==> config.mk <==
export PLATFORM = sky130hd
export DESIGN_NAME = uart_rx_frame
export DESIGN_NICKNAME = d
export VERILOG_FILES = /design/src/rtl/uart_pkg.sv /design/src/rtl/uart_bit_sampler.sv /design/src/rtl/uart_rx_frame.sv
export SDC_FILE = /design/constraint.sdc
export NUM_CORES = 1
export LEC_CHECK = 0
export CORE_UTILIZATION = 30
export DETAILED_ROUTE_END_ITERATION = 16
export GPL_TIMING_DRIVEN = 0
export PLACE_DENSITY_LB_ADDON = 0.08
export SYNTH_ARGS = -nofsm -noshare
export SYNTH_HDL_FRONTEND = slang
export SYNTH_SLANG_ARGS = --single-unit
==> constraint.sdc <==
create_clock -name clk -period 3.2 [get_ports clk]
set_input_delay 0.48 -clock clk [delete_from_list [all_inputs] [get_ports clk]]
set_output_delay 0.48 -clock clk [all_outputs]
set_load 0.02 [all_outputs]
==> src/rtl/uart_pkg.sv <==
// Shared constants for the parametrised UART receiver: the parity-mode codes,
// the frame FSM state encoding and the parity-error rule.
package uart_pkg;

    localparam int PAR_NONE = 0;
    localparam int PAR_ODD  = 1;
    localparam int PAR_EVEN = 2;

    typedef enum logic [2:0] {
        ST_IDLE   = 3'd0,
        ST_START  = 3'd1,
        ST_DATA   = 3'd2,
        ST_PARITY = 3'd3,
        ST_STOP   = 3'd4,
        ST_DONE   = 3'd5,
        ST_BREAK  = 3'd6
    } state_e;

    // data_xor is the XOR of all received data bits; par_bit is the bit on the line.
    function automatic logic parity_error(input int mode, input logic data_xor,
                                          input logic par_bit);
        logic w_sum;
        w_sum = data_xor ^ par_bit;
        case (mode)
            PAR_ODD:  return ~w_sum;
            PAR_EVEN: return w_sum;
            default:  return 1'b0;
        endcase
    endfunction

endpackage

==> src/rtl/uart_bit_sampler.sv <==
// Line front end: 2-FF synchroniser, falling-edge detect, per-bit tick counter
// and 3-sample majority vote around the middle of each bit.
module uart_bit_sampler
    import uart_pkg::*;
#(
    parameter int CLKS_PER_BIT = 16
) (
    input  logic clk,
    input  logic rst_n,
    input  logic i_rxd,
    input  logic i_run,
    output logic o_rxd_s,
    output logic o_fall,
    output logic o_sample_strobe,
    output logic o_sample_bit,
    output logic o_bit_end
);

    localparam int MID    = CLKS_PER_BIT / 2;
    localparam int TICK_W = $clog2(CLKS_PER_BIT);

    logic [1:0]        r_sync;
    logic              r_prev;
    logic [TICK_W-1:0] r_tick;
    logic              r_s0;
    logic              r_s1;
    logic              w_rxd_s;

    assign w_rxd_s = r_sync[1];

    // NOTE: the synchroniser and edge history reset to 1 (idle line) so that
    // leaving reset can never look like a start-bit edge.
    always_ff @(posedge clk or negedge rst_n) begin
        if (!rst_n) begin
            r_sync <= 2'b11;
            r_prev <= 1'b1;
            r_tick <= '0;
            r_s0   <= 1'b1;
            r_s1   <= 1'b1;
        end else begin
            r_sync <= {r_sync[0], i_rxd};
            r_prev <= w_rxd_s;
            if (!i_run || r_tick == TICK_W'(CLKS_PER_BIT - 1)) begin
                r_tick <= '0;
            end else begin
                r_tick <= r_tick + 1'b1;
            end
            if (r_tick == TICK_W'(MID - 1)) r_s0 <= w_rxd_s;
            if (r_tick == TICK_W'(MID))     r_s1 <= w_rxd_s;
        end
    end

    // The third vote is the live sample at tick MID+1, so the decision is ready that cycle.
    assign o_rxd_s         = w_rxd_s;
    assign o_fall          = r_prev & ~w_rxd_s;
    assign o_sample_bit    = (r_s0 & r_s1) | (r_s0 & w_rxd_s) | (r_s1 & w_rxd_s);
    assign o_sample_strobe = i_run && (r_tick == TICK_W'(MID + 1));
    assign o_bit_end       = i_run && (r_tick == TICK_W'(CLKS_PER_BIT - 1));

endmodule

==> src/rtl/uart_rx_frame.sv <==
// Parametrised UART receiver: frame FSM, error flags and the wrapping
// frame-buffer write address.
module uart_rx_frame
    import uart_pkg::*;
#(
    parameter int CLKS_PER_BIT = 16,
    parameter int DATA_BITS    = 8,
    parameter int PARITY_MODE  = PAR_NONE,
    parameter int STOP_BITS    = 1,
    parameter int ADDR_DEPTH   = 30000,
    parameter int ADDR_W       = 15
) (
    input  logic                 clk,
    input  logic                 rst_n,
    input  logic                 rxd,
    input  logic                 addr_clr,
    output logic [DATA_BITS-1:0] rx_data,
    output logic                 rx_flag,
    output logic                 rx_parity_err,
    output logic                 rx_frame_err,
    output logic [ADDR_W-1:0]    rx_addr,
    output logic                 busy
);

    localparam int BIT_W = $clog2(DATA_BITS);

    state_e               r_state;
    logic                 r_busy;
    logic [DATA_BITS-1:0] r_shift;
    logic [BIT_W-1:0]     r_bit_cnt;
    logic                 r_stop_cnt;
    logic                 r_par_acc;
    logic                 r_perr;
    logic                 r_ferr;
    logic [DATA_BITS-1:0] r_rx_data;
    logic                 r_rx_flag;
    logic                 r_rx_parity_err;
    logic                 r_rx_frame_err;
    logic [ADDR_W-1:0]    r_addr;

    logic w_run;
    logic w_rxd_s;
    logic w_fall;
    logic w_strobe;
    logic w_bit;
    logic w_bit_end;
    logic w_stop_bit_err;

    assign w_run = (r_state == ST_START) || (r_state == ST_DATA) ||
                   (r_state == ST_PARITY) || (r_state == ST_STOP);
    assign w_stop_bit_err = r_ferr | ~w_bit;

    uart_bit_sampler #(
        .CLKS_PER_BIT(CLKS_PER_BIT)
    ) u_sampler (
        .clk            (clk),
        .rst_n          (rst_n),
        .i_rxd          (rxd),
        .i_run          (w_run),
        .o_rxd_s        (w_rxd_s),
        .o_fall         (w_fall),
        .o_sample_strobe(w_strobe),
        .o_sample_bit   (w_bit),
        .o_bit_end      (w_bit_end)
    );

    // NOTE: all state uses non-blocking assignments so every branch reads the
    // pre-edge values, regardless of statement order.
    always_ff @(posedge clk or negedge rst_n) begin
        if (!rst_n) begin
            r_state         <= ST_IDLE;
            r_busy          <= 1'b0;
            r_shift         <= '0;
            r_bit_cnt       <= '0;
            r_stop_cnt      <= 1'b0;
            r_par_acc       <= 1'b0;
            r_perr          <= 1'b0;
            r_ferr          <= 1'b0;
            r_rx_data       <= '0;
            r_rx_flag       <= 1'b0;
            r_rx_parity_err <= 1'b0;
            r_rx_frame_err  <= 1'b0;
        end else begin
            r_rx_flag       <= 1'b0;
            r_rx_parity_err <= 1'b0;
            r_rx_frame_err  <= 1'b0;
            case (r_state)
                ST_IDLE: begin
                    if (w_fall) begin
                        r_state    <= ST_START;
                        r_busy     <= 1'b1;
                        r_bit_cnt  <= '0;
                        r_stop_cnt <= 1'b0;
                        r_par_acc  <= 1'b0;
                        r_perr     <= 1'b0;
                        r_ferr     <= 1'b0;
                    end
                end
                ST_START: begin
                    if (w_strobe && w_bit) begin
                        r_state <= ST_IDLE;
                        r_busy  <= 1'b0;
                    end else if (w_bit_end) begin
                        r_state <= ST_DATA;
                    end
                end
                ST_DATA: begin
                    if (w_strobe) begin
                        r_shift   <= {w_bit, r_shift[DATA_BITS-1:1]};
                        r_par_acc <= r_par_acc ^ w_bit;
                    end
                    if (w_bit_end) begin
                        if (r_bit_cnt == BIT_W'(DATA_BITS - 1)) begin
                            r_state <= (PARITY_MODE == PAR_NONE) ? ST_STOP : ST_PARITY;
                        end else begin
                            r_bit_cnt <= r_bit_cnt + 1'b1;
                        end
                    end
                end
                ST_PARITY: begin
                    if (w_strobe) r_perr <= parity_error(PARITY_MODE, r_par_acc, w_bit);
                    if (w_bit_end) r_state <= ST_STOP;
                end
                ST_STOP: begin
                    // The last stop sample completes the frame; the rest of that bit is not waited for.
                    if (w_strobe) begin
                        r_ferr <= w_stop_bit_err;
                        if (r_stop_cnt == 1'(STOP_BITS - 1)) begin
                            r_state         <= ST_DONE;
                            r_rx_data       <= r_shift;
                            r_rx_flag       <= 1'b1;
                            r_rx_parity_err <= r_perr;
                            r_rx_frame_err  <= w_stop_bit_err;
                        end else begin
                            r_stop_cnt <= 1'b1;
                        end
                    end
                end
                ST_DONE: begin
                    if (r_ferr) begin
                        r_state <= ST_BREAK;
                    end else begin
                        r_state <= ST_IDLE;
                        r_busy  <= 1'b0;
                    end
                end
                ST_BREAK: begin
                    if (w_rxd_s) begin
                        r_state <= ST_IDLE;
                        r_busy  <= 1'b0;
                    end
                end
                default: begin
                    r_state <= ST_IDLE;
                    r_busy  <= 1'b0;
                end
            endcase
        end
    end

    // Only clean frames consume a buffer slot; a clear wins over the increment.
    always_ff @(posedge clk or negedge rst_n) begin
        if (!rst_n) begin
            r_addr <= '0;
        end else if (addr_clr) begin
            r_addr <= '0;
        end else if (r_rx_flag && !r_rx_parity_err && !r_rx_frame_err) begin
            if (r_addr == ADDR_W'(ADDR_DEPTH - 1)) begin
                r_addr <= '0;
            end else begin
                r_addr <= r_addr + 1'b1;
            end
        end
    end

    assign rx_data       = r_rx_data;
    assign rx_flag       = r_rx_flag;
    assign rx_parity_err = r_rx_parity_err;
    assign rx_frame_err  = r_rx_frame_err;
    assign rx_addr       = r_addr;
    assign busy          = r_busy;

endmodule

==> metrics.cfg, run 1 <==
[outcome]
outcome=complete, no violations

[placed_design]
port_buffers=28
place_ws_ns=1.120
placed_cell_area_um2=2825
routabilityCongestion=0.7657
hpwl_um=3529

[finish]
area_growth_pct=22.45
n_antenna_cell=0
final_layout_size_suffix_gt1_share_pct=17.25
fin_nets=264
fin_util_pct=38.07
stdcell_area_um2=2942

[sta]
setup_viol=0
hold_ws_ns=0.08946
fmax_mhz=481.7
relSlewSlack_pct=50.05
post-route-min-period_ns=2.076
setup_ws_ns=1.124
slew_violations=0
grt_setup_unrepaired=no
tightestPinTransition_ns=0.7476
finalCritPeriodShare_pct=64.88
setup_tns_ns=0
report.final.hold_viol_count=0
fin_skew_ns=0.004215

[detailed_routing]
drt-pass1-iter-count=4
ant_nets=0
wl_um=4979
post_drt_wl_per_cell_um=13.95
avgViaCountPerCell=4.843
vias=1729
drc=0
drtIter0Drc=65

[die]
io_pins=31
core_um2=7727
die_w_um=91.49
num_rows=32
fp.dieH_um=91.49
start_util_pct=31.09
die_area_um2=8370

[synth]
postSynthAreaPerCell_um2=11.02
synth_seq_cells=50
netlist_area_um2=2402
synthCells=218
yosysWarnings=0
synthFlopType=dfrtp_1
async_flop_share_pct=100.0
synth_commonest_cells=45 x dfrtp_1, 20 x nand2_1, 18 x mux2_2
synth_nets=228
synth.area.top_cells=dfrtp_1 47%, mux2_2 8.4%, dfstp_2 5.5%, ha_1 3.1%, nand2_1 3.1%
synth_top_cell_area_share_pct=46.87
synth_top_area_cell=dfrtp_1
ys_seq_area_share_pct=52.34
yosysMostFrequentCell=dfrtp_1
synth_edf_count=0
synthDistinctLibCells=48

[global_route]
grt_max_degree=36
grt_pass1_wl_um=8411
grt_overflow=0
grt_pass1_vias=1688
grtUsageTotal_pct=12.76
antenna_found_initial=0

[setup_path]
path_max_fanout=10
cp_cell_sequence=buf_6 > nor3b_1 > and3_1 > buf_2 > mux2_2
crit_type=register to register
crit_required_ns=3.40
r2r_setup_slack_ns=1.12
critPathSlowestCell=nor3b_1
endpoint_kind=register
arrival_ns=2.27
cp_slowest_stage_delay_ns=0.63
start_kind=register

[cts]
clock_sinks=50
htree_levels=2
cts_setup_buffers=0
clk_path_buf_depth=2
clock_latency_ns=0.30
root_buffer=clkbuf_8
numCtsBuffers=5
clk_pin_slew_ns=0.10
post_cts_resized=0
cts_hold_buffers=0
cts_tree=done

[pwr]
power_frac_seq_pct=51.3
comb_power_share_pct=17.0
leakage_nw=1.302
power_density_nw_per_um2=501.4
sw_frac_of_total_pct=28.87
ir_drop_mv=0.2575
p_switching_w=0.0004258
p_clk_share_pct=31.7
p_int_w=0.001049

[run]
maxCapViolCount=0

[hold_path]
hold_class=input pin to asynchronous set/reset pin

cells in the final DEF, fill, tap and decap left out, types with 6 or more instances in the layout:
master,Yosys,layout
clkbuf_1,6,6
clkdlybuf4s50_1,0,27
dfrtp_1,45,45
ha_1,6,6
inv_1,10,10
mux2_2,18,18
nand2_1,20,20
nor2_1,16,16
o21ai_0,7,7
xor2_1,8,8
cells by family after synthesis:
kind of cell	synth area share, %
multiplexers	8.437
AND/OR/NAND/NOR	16.09
adder cells (fa/ha/maj)	3.542
other	0.1561
XOR/XNOR	3.646
buffers and inverters	3.958
AO/OA/AOI/OAI	11.82
flip-flops	52.34
final timing paths:
kind / from / to / depth (start not counted)
max in group asynchronous: rst_n / r_shift[1] / 2
hold reg to reg: u_sampler.r_sync[0] / u_sampler.r_sync[1] / 0
setup / recovery: r_state[2] / r_shift[7] / 5
min in group clk: u_sampler.r_sync[0] / u_sampler.r_sync[1] / 0
hold / removal: rst_n / r_state[1] / 1
setup reg to reg: r_state[2] / r_shift[7] / 5
state kept, by name, indices dropped and copies added (netlist names):
signal,cells
rx_addr,15
rx_frame_err,1
u_sampler.r_s0,1
rx_data,8
rx_flag,1
r_ferr,1
u_sampler.r_tick,4
r_shift,8
r_bit_cnt,3
r_state,3
u_sampler.r_prev,1
u_sampler.r_s1,1
busy,1
u_sampler.r_sync,2
critical path, delay by kind of cell, from the launching register on:
kind,cells,cell delay (ns)
buffers and inverters,2,0.35
flip-flops,1,0.39
multiplexers,1,0.36
AND/OR/NAND/NOR,2,0.87
through the flow:
step	std cells	power, W
floorplan	218	0.0009372
global placement	348	0.001020
detailed placement	349	0.001023
CTS	357	0.001501
global route	357	0.001557
finish	357	0.001475
per-layer routing:
| layer | global-route usage, % | part of all wire [%] | vias up |
|---|---|---|---|
| met4 | 4.365 | 0.76 | 0 |
| li1 | - | - | 849 |
| met5 | 0 | 0 | - |
| met2 | 19.86 | 46 | 29 |
| met1 | 17.18 | 49 | 849 |
| met3 | 3.266 | 4.2 | 2 |
power by group through the flow:
stage | Clock [W] | Sequential [W] | Combinational, W
after floorplan | 0 | 0.000762 | 0.000175
after global placement | 0 | 0.000770 | 0.000250
after detailed placement | 0 | 0.000769 | 0.000255
after CTS | 0.000489 | 0.000757 | 0.000255
after global routing | 0.000505 | 0.000766 | 0.000286
final | 0.000468 | 0.000757 | 0.000250
final cells by class:
| cell class | instances | area, um2 |
|---|---|---|
| clock inverters | 3 | 47.55 |
| well taps | 102 | 127.6 |
| inverters | 10 | 37.54 |
| multi-input cells | 148 | 1050 |
| fillers | 763 | 4786 |
| clock buffers | 5 | 68.82 |
| plain buffers | 10 | 57.56 |
| repair buffers | 29 | 295.3 |
| flip-flops and latches | 50 | 1257 |
No activity file was read; power rests on OpenSTA's default activity.
==> run 2, diff against run 1 <==
clock period = 1.8 ns   (was 3.2 ns; I/O delays follow)
==> run 2 against run 1 <==
The run now ends with setup timing left. First-iteration DRC count shrank 6.2%. Hold slack improved by 0.27 ns. Maximum frequency increased by 8.5%. Flip-flop and latch count unchanged.
==> metrics.cfg, run 2 (same netlist as run 1, synthesis figures left out) <==
[finish]
largest_reg_flops=15  ; unchanged
final_layout_size_suffix_gt1_share_pct=26.97  ; was 17.25%
fin_nets=276  ; was 264
area_growth_pct=29.27  ; was 22.45%
fin_util_pct=40.19  ; was 38.07%
fin_cells=369  ; was 357
n_antenna_cell=0  ; unchanged
final_common_cell=dfrtp_1  ; unchanged
final_cell_mix=36 x dfrtp_1, 27 x clkdlybuf4s50_1, 20 x nand2_1, 18 x mux2_2, 15 x nor2_1  ; was 45 x dfrtp_1, 27 x clkdlybuf4s50_1, 20 x nand2_1, 18 x mux2_2, 16 x nor2_1
stdcell_area_um2=3105  ; was 2942 um2

[global_route]
busiest_layer=met2  ; unchanged
grt_pass1_wl_um=8749  ; was 8411 um
grtUsageTotal_pct=13.33  ; was 12.76%
grt_util_met2_pct=20.80  ; was 19.86%
grt_pass1_vias=1799  ; was 1688
grt_overflow=0  ; unchanged
grt_max_degree=32  ; was 36
grtUsageMet3_pct=4.020  ; was 3.266%
met1_usage_pct=17.62  ; was 17.18%
antenna_found_initial=0  ; unchanged

[pwr]
sw_frac_of_total_pct=28.56  ; was 28.87%
p_int_w=0.001903  ; was 0.001049 W
p_clk_share_pct=30.3  ; was 31.7%
power_density_nw_per_um2=857.6  ; was 501.4 nW/um2
comb_power_share_pct=18.6  ; was 17.0%
leakage_nw=1.351  ; was 1.302 nW
power_frac_seq_pct=51.1  ; was 51.3%
p_switching_w=0.0007606  ; was 0.0004258 W
ir_drop_mv=0.3817  ; was 0.2575 mV

[sta]
setup_ws_ns=-0.1129  ; was 1.124 ns
slew_violations=0  ; unchanged
grt_setup_unrepaired=yes  ; was no
tightestPinTransition_ns=0.6053  ; was 0.7476 ns
post-route-min-period_ns=1.913  ; was 2.076 ns
relSlewSlack_pct=59.50  ; was 50.05%
fmax_mhz=522.8  ; was 481.7 MHz
fin_skew_ns=0.008302  ; was 0.004215 ns
report.final.hold_viol_count=0  ; unchanged
finalCritPeriodShare_pct=106.3  ; was 64.88%
setup_viol=12  ; was 0

[placed_design]
routabilityCongestion=0.7118  ; was 0.7657
placed_cell_area_um2=2833  ; was 2825 um2
port_buffers=28  ; unchanged
hpwl_um=3593  ; was 3529 um
placed_cells=349  ; unchanged

[setup_path]
crit_type=register to register  ; unchanged
start_kind=register  ; unchanged
crit_required_ns=2.00  ; was 3.40 ns
endpoint_kind=register  ; unchanged
path_max_fanout=5  ; was 10
arrival_ns=2.11  ; was 2.27 ns

[detailed_routing]
ant_nets=0  ; unchanged
drt-pass1-iter-count=4  ; unchanged
drc=0  ; unchanged
avgViaCountPerCell=4.892  ; was 4.843
vias=1805  ; was 1729
wl_um=5176  ; was 4979 um
drtIter0Drc=61  ; was 65
post_drt_wl_per_cell_um=14.03  ; was 13.95 um

[die]
fp.dieH_um=91.49  ; unchanged
io_pins=31  ; unchanged
core_um2=7727  ; unchanged
die_w_um=91.49  ; unchanged
start_util_pct=31.09  ; unchanged
num_rows=32  ; unchanged
die_area_um2=8370  ; unchanged

[cts]
clk_path_buf_depth=2  ; unchanged
numCtsBuffers=5  ; unchanged
htree_levels=2  ; unchanged
cts_tree=done  ; unchanged
clock_latency_ns=0.30  ; about the same
root_buffer=clkbuf_8  ; unchanged
clk_pin_slew_ns=0.10  ; about the same
clock_sinks=50  ; unchanged

[hold_path]
hold_class=input pin to register  ; was input pin to asynchronous set/reset pin

[outcome]
violations=setup timing
outcome=complete, but fails checks  ; was complete, no violations

[run]
maxCapViolCount=0  ; unchanged

## run 2: final timing paths
path	start	endpoint	slack (ns)	depth (start not counted)
setup reg to reg	rx_addr[9]	rx_addr[9]	-0.11	5
setup / recovery	rx_addr[9]	rx_addr[9]	-0.11	5
hold reg to reg	u_sampler.r_sync[0]	u_sampler.r_sync[1]	0.36	0
hold / removal	addr_clr	rx_addr[2]	0.36	2
max in group asynchronous	rst_n	rx_addr[7]	0.81	3
min in group asynchronous	rst_n	busy	0.45	2
## run 2: critical path: stages (launching register included)
cell and delay [ns]:
dfrtp_2 0.41, or4bb_1 0.50, o41a_1 0.43, buf_6 0.16, and2_4 0.14, a22o_1 0.17
## run 2: power groups by stage
stage          Sequential (W)  Clock (W)  Combinational (W)
4_1_cts               0.00136   0.000849           0.000481
3_5_place_dp          0.00137          0           0.000452
3_3_place_gp          0.00137          0           0.000445
5_1_grt               0.00138   0.000880           0.000573
6_report              0.00136   0.000806           0.000496
2_1_floorplan         0.00135          0           0.000311
## run 2: repair_timing
item	in CTS	in global routing
resized for setup	13	5
endpoints found under the setup margin	34	33
hold buffers	1	0
pin swaps	9	4
hold endpoints to repair	14	0
cloned	1	0
buffers inserted	7	4
## run 2: stage by stage
step | power [W] | setup WS, ns | TNS (ns) | hold slack (ns)
3_5_place_dp | 0.001817 | -0.2530 | -6.241 | 0.2617
6_report | 0.002663 | -0.1129 | -0.5625 | 0.3568
3_3_place_gp | 0.001812 | -1.386 | -63.95 | 0.3455
5_1_grt | 0.002836 | -0.1408 | -1.172 | 0.3457
4_1_cts | 0.002685 | -0.1115 | -0.3476 | 0.3503
2_1_floorplan | 0.001666 | -0.1082 | -0.6098 | -0.02559
## run 2: routing by layer
metal  part of all wire [%]  routed length, um  up-vias
li1                       -                  -      875
met3                    4.6                240        6
met2                     46               2379       40
met4                    1.5                 77        0
met1                     48               2479      884
met5                      0                  0        -
## run 2: cell type report
cell class | instances | area [um2]
multi-input cells | 148 | 1110
well taps | 102 | 127.6
plain buffers | 9 | 57.56
flip-flops and latches | 50 | 1269
inverters | 10 | 37.54
repair buffers | 42 | 392.9
fillers | 760 | 4622
clock buffers | 6 | 72.57
clock inverters | 2 | 38.79
==> run 3, diff against run 2 <==
SKIP_LAST_GASP = 1   (was default)
==> results of run 3 <==
Final layout, timing and power as in run 2 (identical DEF).
==> patch 1 (config.mk and constraints of run 3) <==
The 7 states of `state_e` get a one-hot encoding in 7 bits.
--- a/src/rtl/uart_pkg.sv
+++ b/src/rtl/uart_pkg.sv
@@ -8,10 +8,10 @@
 
-    typedef enum logic [2:0] {
-        ST_IDLE   = 3'd0,
-        ST_START  = 3'd1,
-        ST_DATA   = 3'd2,
-        ST_PARITY = 3'd3,
-        ST_STOP   = 3'd4,
-        ST_DONE   = 3'd5,
-        ST_BREAK  = 3'd6
+    typedef enum logic [6:0] {
+        ST_IDLE   = 7'b0000001,
+        ST_START  = 7'b0000010,
+        ST_DATA   = 7'b0000100,
+        ST_PARITY = 7'b0001000,
+        ST_STOP   = 7'b0010000,
+        ST_DONE   = 7'b0100000,
+        ST_BREAK  = 7'b1000000
     } state_e;
Function: same outputs for any inputs over 10 cycles, from zero or initial values and one cycle with rst_n low; not proved beyond that.
==> patch 1 against run 3 <==
  * Maximum frequency increased by 7.9%
  * Clock power decreased by 16%
  * Wire length increased by 4.3%
  * Count of clock-buffer cells in the layout decreased by 1
  * Worst setup slack improved by 140 ps
  * Power decreased by 7.8%
  * Cell count increased by 4.6%
  * Via count increased by 4.1%
  * Global-route usage increased by 0.27 points
  * Non-clock buffer count decreased by 2
  * Sequential cell count increased by 3
  * Design area increased by 6.2%
  * Area after synthesis increased by 5.8%
  * Hold slack improved by 6.1 ps
  * Critical path type unchanged
  * Largest cell class unchanged
  * Largest power group unchanged
  * Highest routed layer unchanged
==> patch 1: results (changes against run 3) <==
| Metric | Value |
|---|---|
| Worst slack, placed | -126 ps (was -253 ps) |
| R2r endpoint | rx_data[2] (was rx_addr[9]) |
| Largest net degree at the start of global routing | 31 (was 32) |
| Non-filler instance count after layout | 386 (was 369) |
| Crit path max fanout | 9 (was 5) |
| Sequential-to-total area share from yosys stat | 0.525 (was 0.523) |
| Post-Synthesis Cells | 229 (was 218) |
| Status | completed (was finished, violations left) |
| Placed cells | 364 (was 349) |
| All-Layer GR Usage | 0.136 (was 0.133) |
| Worst Min Path Start | rxd (was addr_clr) |
| Worst-case clock skew | 11.4 ps (was 8.30 ps) |
| Routability congestion estimate | 0.741 (was 0.712) |
| GR Util met1 | 0.193 (was 0.176) |
| Met2 Usage GRT | 0.205 (was 0.208) |
| Post-synth top cells | dfrtp_1, nor2_1, mux2_2, nand2_1, nand3_1 (was dfrtp_1, nand2_1, mux2_2, nor2_1, inv_1) |
| Share of cells above drive strength 1 | 0.278 (was 0.270) |
| Top cells by area, synth | dfrtp_1, mux2_2, dfstp_2, ha_1, nor2_1 (was dfrtp_1, mux2_2, dfstp_2, ha_1, nand2_1) |
| First-pass GRT wire length | 9250 um (was 8750 um) |
| Worst Path Arrival | 1970 ps (was 2110 ps) |
| Post-Syn Nets | 239 (was 228) |
| IO Port Bufs | 29 (was 28) |
| CTS resizes | 6 (was 13) |
| Initial DRC Count | 75 (was 61) |
| Post-CTS setup repair buffer count | 8 (was 7) |
| Hold path cells | 1 (was 2) |
| Worst r2r src | r_state[6] (was rx_addr[9]) |
| Placed Area | 2980 um2 (was 2830 um2) |
| Worst skew pair latency | 300 ps (about the same) |
| Final WL | 5400 um (was 5180 um) |
| Pleak | 1.38 nW (was 1.35 nW) |
| Distinct cell type count after synthesis | 49 (was 48) |
| Max IR drop VDD | 0.267 mV (was 0.382 mV) |
| R2R depth | 6 (was 5) |
| Endpoint, Worst Hold | u_sampler.r_sync[0] (was rx_addr[2]) |
| Global Route met3 Usage | 0.0307 (was 0.0402) |
| Fill cells | 811 (was 760) |
| N_diodes | 0 (unchanged) |
| Count leader, synth | dfrtp_1 (unchanged) |
| Vias in the first global route | 1789 (was 1799) |
| Max_slew headroom | 0.592 (was 0.595) |
| Routed vias | 1879 (was 1805) |
| Reg2Reg Setup Slack | 30 ps (was -110 ps) |
| Layout Nets | 290 (was 276) |
| Detailed placement HPWL | 3700 um (was 3590 um) |
[patch 1: worst max-delay path by stage]
stage / start / to / slack (ps) / depth (start not counted)
floorplan: rx_addr[0] / rx_addr[10] / 20 / 7
global placement: rst_n / rx_addr[5] / -1550 / 1
detailed placement: r_state[5] / rx_data[2] / -130 / 4
CTS: rx_addr[9] / rx_addr[10] / -6 / 6
global route: r_state[6] / rx_data[2] / -60 / 6
finish: r_state[6] / rx_data[2] / 30 / 6
[patch 1: critical path, cell delays in order, from the launching register on]
cell     delay [ps]
dfrtp_2         460
nor4_4          310
buf_4           170
nand3_2         120
nor2_4          150
buf_12          140
mux2_2          330
[patch 1: cell families after synthesis]
logic type,share of synthesized area
AOI/OAI and AO/OA,0.0990
xor gates and xnor gates,0.0241
adders and majority gates,0.0335
buffers and inverters,0.0222
DFF,0.525
muxes,0.0837
other,0.00148
and+or+nand+nor,0.211
[patch 1: final cells by class]
type / instances / area share
buffer: 4 / 0.0102
clock buffer: 5 / 0.0209
clock inverter: 3 / 0.00645
inverter: 5 / 0.00569
multi-input combinational: 166 / 0.378
sequential: 53 / 0.408
tap: 105 / 0.0398
timing repair buffer: 45 / 0.131
[patch 1: stage by stage]
| stage | util | hold slack (ps) |
|---|---|---|
| global placement | 0.361 | 346 |
| floorplan | - | -25.6 |
| CTS | 0.387 | 341 |
| finish | 0.401 | 363 |
| global route | 0.401 | 355 |
| detailed placement | 0.363 | 321 |
[patch 1: power by group]
group	switching [mW]	internal (mW)	total, mW
sequential	0.0795	1.25	1.33
clock	0.402	0.277	0.679
combinational	0.256	0.190	0.446
total	0.737	1.72	2.46
[patch 1: layer usage]
layer  vias to the layer above  wire (um)
met4                         0         50
met3                         4        206
met5                         -          0
li1                        937          -
met2                        35       2420
met1                       903       2720
==> patch 2 (config.mk and constraints of run 3) <==
Without the edit above. `CLKS_PER_BIT` is set to 16 in 2 places; all go to 8.
--- a/src/rtl/uart_bit_sampler.sv
+++ b/src/rtl/uart_bit_sampler.sv
@@ -5,3 +5,3 @@
 #(
-    parameter int CLKS_PER_BIT = 16
+    parameter int CLKS_PER_BIT = 8
 ) (
--- a/src/rtl/uart_rx_frame.sv
+++ b/src/rtl/uart_rx_frame.sv
@@ -5,3 +5,3 @@
 #(
-    parameter int CLKS_PER_BIT = 16,
+    parameter int CLKS_PER_BIT = 8,
     parameter int DATA_BITS    = 8,
Check against the original RTL: not equivalent (a bounded check fails within 10 cycles, from zero or initial values and one cycle with rst_n low).
==> patch 2 against run 3 <==
  * Sequential cell count down 1
  * Via count up 5.4%
  * Non-clock buffer count up 3
  * Wire length up 2.0%
  * Area after synthesis down 0.94%
  * The flow still finishes with violations (setup timing)
  * Critical endpoint is now rx_addr[1]
  * Synthesized cell count up 9.6%
  * Design area down 0.16%
  * Worst setup slack better by 68 ps
  * Power up 0.54%
  * Count of clock-buffer cells in the layout unchanged
==> patch 2: results (changes against run 3) <==
| Metric | Value |
|---|---|
| Worst-case clock skew | 12.7 ps (was 8.30 ps) |
| R2r endpoint | rx_addr[1] (was rx_addr[9]) |
| Cell family with most CP delay | simple AND/OR/NAND/NOR gates (unchanged) |
| Sequential-to-total area share from yosys stat | 0.518 (was 0.523) |
| Pleak | 1.37 nW (was 1.35 nW) |
| Endpoint, Worst Hold | rx_addr[4] (was rx_addr[2]) |
| Via density | 4.84 (was 4.89) |
| Crit path max fanout | 6 (was 5) |
| CP max stage delay | 420 ps (was 500 ps) |
| IO Port Bufs | 28 (unchanged) |
| Post-synth top cells | nand2_1, dfrtp_1, nor2_1, a31oi_1, o21ai_0 (was dfrtp_1, nand2_1, mux2_2, nor2_1, inv_1) |
| Global Route met3 Usage | 0.0276 (was 0.0402) |
| Slowest CP cell | dfrtp_1 (was or4bb_1) |
| Setup violators final | 2 (was 12) |
| Placed Area | 2810 um2 (was 2830 um2) |
| Status | finished, violations left (unchanged) |
| First-pass GRT wire length | 8870 um (was 8750 um) |
| Met3 wire length | 211 um (was 240 um) |
| WL met1 | 2610 um (was 2480 um) |
| Top cells by area, synth | dfrtp_1, nand2_1, dfstp_2, ha_1, mux2_1 (was dfrtp_1, mux2_2, dfstp_2, ha_1, nand2_1) |
| Worst Min Path Start | addr_clr (unchanged) |
| R2R depth | 8 (was 5) |
| Setup TNS | -53.9 ps (was -563 ps) |
| All-Layer GR Usage | 0.134 (was 0.133) |
| Placed cells | 370 (was 349) |
| TritonCTS buffer count | 5 (unchanged) |
| Worst slack, placed | -86.2 ps (was -253 ps) |
| Worst Path Arrival | 2050 ps (was 2110 ps) |
| Largest net degree at the start of global routing | 38 (was 32) |
| Post-route setup slack | -44.5 ps (was -113 ps) |
| Clk slew on worst S/H paths | 100 ps (about the same) |
| Max IR drop VDD | 0.369 mV (was 0.382 mV) |
| Met2 Usage GRT | 0.216 (was 0.208) |
| Hold WS | 316 ps (was 357 ps) |
| GR Util met1 | 0.182 (was 0.176) |
| Yosys warns | 0 (unchanged) |
| Routability congestion estimate | 0.784 (was 0.712) |
| Post-Syn Nets | 251 (was 228) |
| Failing checks | setup timing (unchanged) |
| Synthesized area per cell | 9.96 um2 (was 11.0 um2) |
| Routed len/inst | 13.4 um (was 14.0 um) |
| FFs w/ async S/R, synth | 1.00 (unchanged) |
| Main flop type after synthesis | dfrtp_1 (unchanged) |
| Routed vias | 1903 (was 1805) |
| Detailed placement HPWL | 3520 um (was 3590 um) |
| Vias in the first global route | 1765 (was 1799) |
| Worst r2r src | rx_addr[1] (was rx_addr[9]) |
| Distinct cell type count after synthesis | 50 (was 48) |
| Initial DRC Count | 67 (was 61) |
| Largest register FFs | 15 (unchanged) |
| Layout Nets | 302 (was 276) |
| Hold Path Class | primary input to flip-flop (unchanged) |
| Met2 WL | 2410 um (was 2380 um) |
| Share of cells above drive strength 1 | 0.196 (was 0.270) |
-- patch 2: power breakdown --
part | switching (mW) | leakage [nW] | internal [mW] | total [mW]
Sequential | 0.108 | 0.643 | 1.24 | 1.35
Combinational | 0.331 | 0.680 | 0.276 | 0.607
Clock | 0.400 | 0.0518 | 0.320 | 0.720
Total | 0.840 | 1.37 | 1.84 | 2.68
-- patch 2: layout make-up --
class,count,area (um2)
fillers,788,4590
flip-flops and latches,49,1240
multi-input cells,173,1130
repair buffers,45,425
well taps,102,128
clock buffers,6,82.6
plain buffers,9,56.3
inverters,7,26.3
clock inverters,2,17.5
-- patch 2: kinds of logic (layout without fill, tap and decap cells) --
kind of cell / after synthesis / in the layout / synth area share
AOI/OAI and AO/OA: 49 / 49 / 0.127
xor gates and xnor gates: 1 / 1 / 0.00368
adders and majority gates: 9 / 9 / 0.0463
buffers and inverters: 17 / 69 / 0.0363
DFF: 49 / 49 / 0.518
muxes: 10 / 10 / 0.0473
other: 1 / 1 / 0.00158
and+or+nand+nor: 103 / 103 / 0.220
-- patch 2: what timing repair did --
item,CTS,global route
gates resized for setup,1,20
pin swaps,1,8
hold buffers,1,0
endpoints found under the hold margin,7,0
setup buffers,2,13
endpoints found under the setup margin,10,18
-- patch 2: how the worst max path moves through the flow --
stage               startpoint     endpoint  slack (ps)  cells past startpoint
floorplan           rx_addr[0]   rx_addr[4]          30                      5
global placement         rst_n   rx_data[2]       -1160                      1
detailed placement  rx_addr[0]   rx_addr[9]         -90                      6
CTS                 rx_addr[0]   rx_addr[4]          20                      5
global route        rx_addr[1]  rx_addr[11]        -110                      8
finish              rx_addr[1]   rx_addr[1]         -40                      8
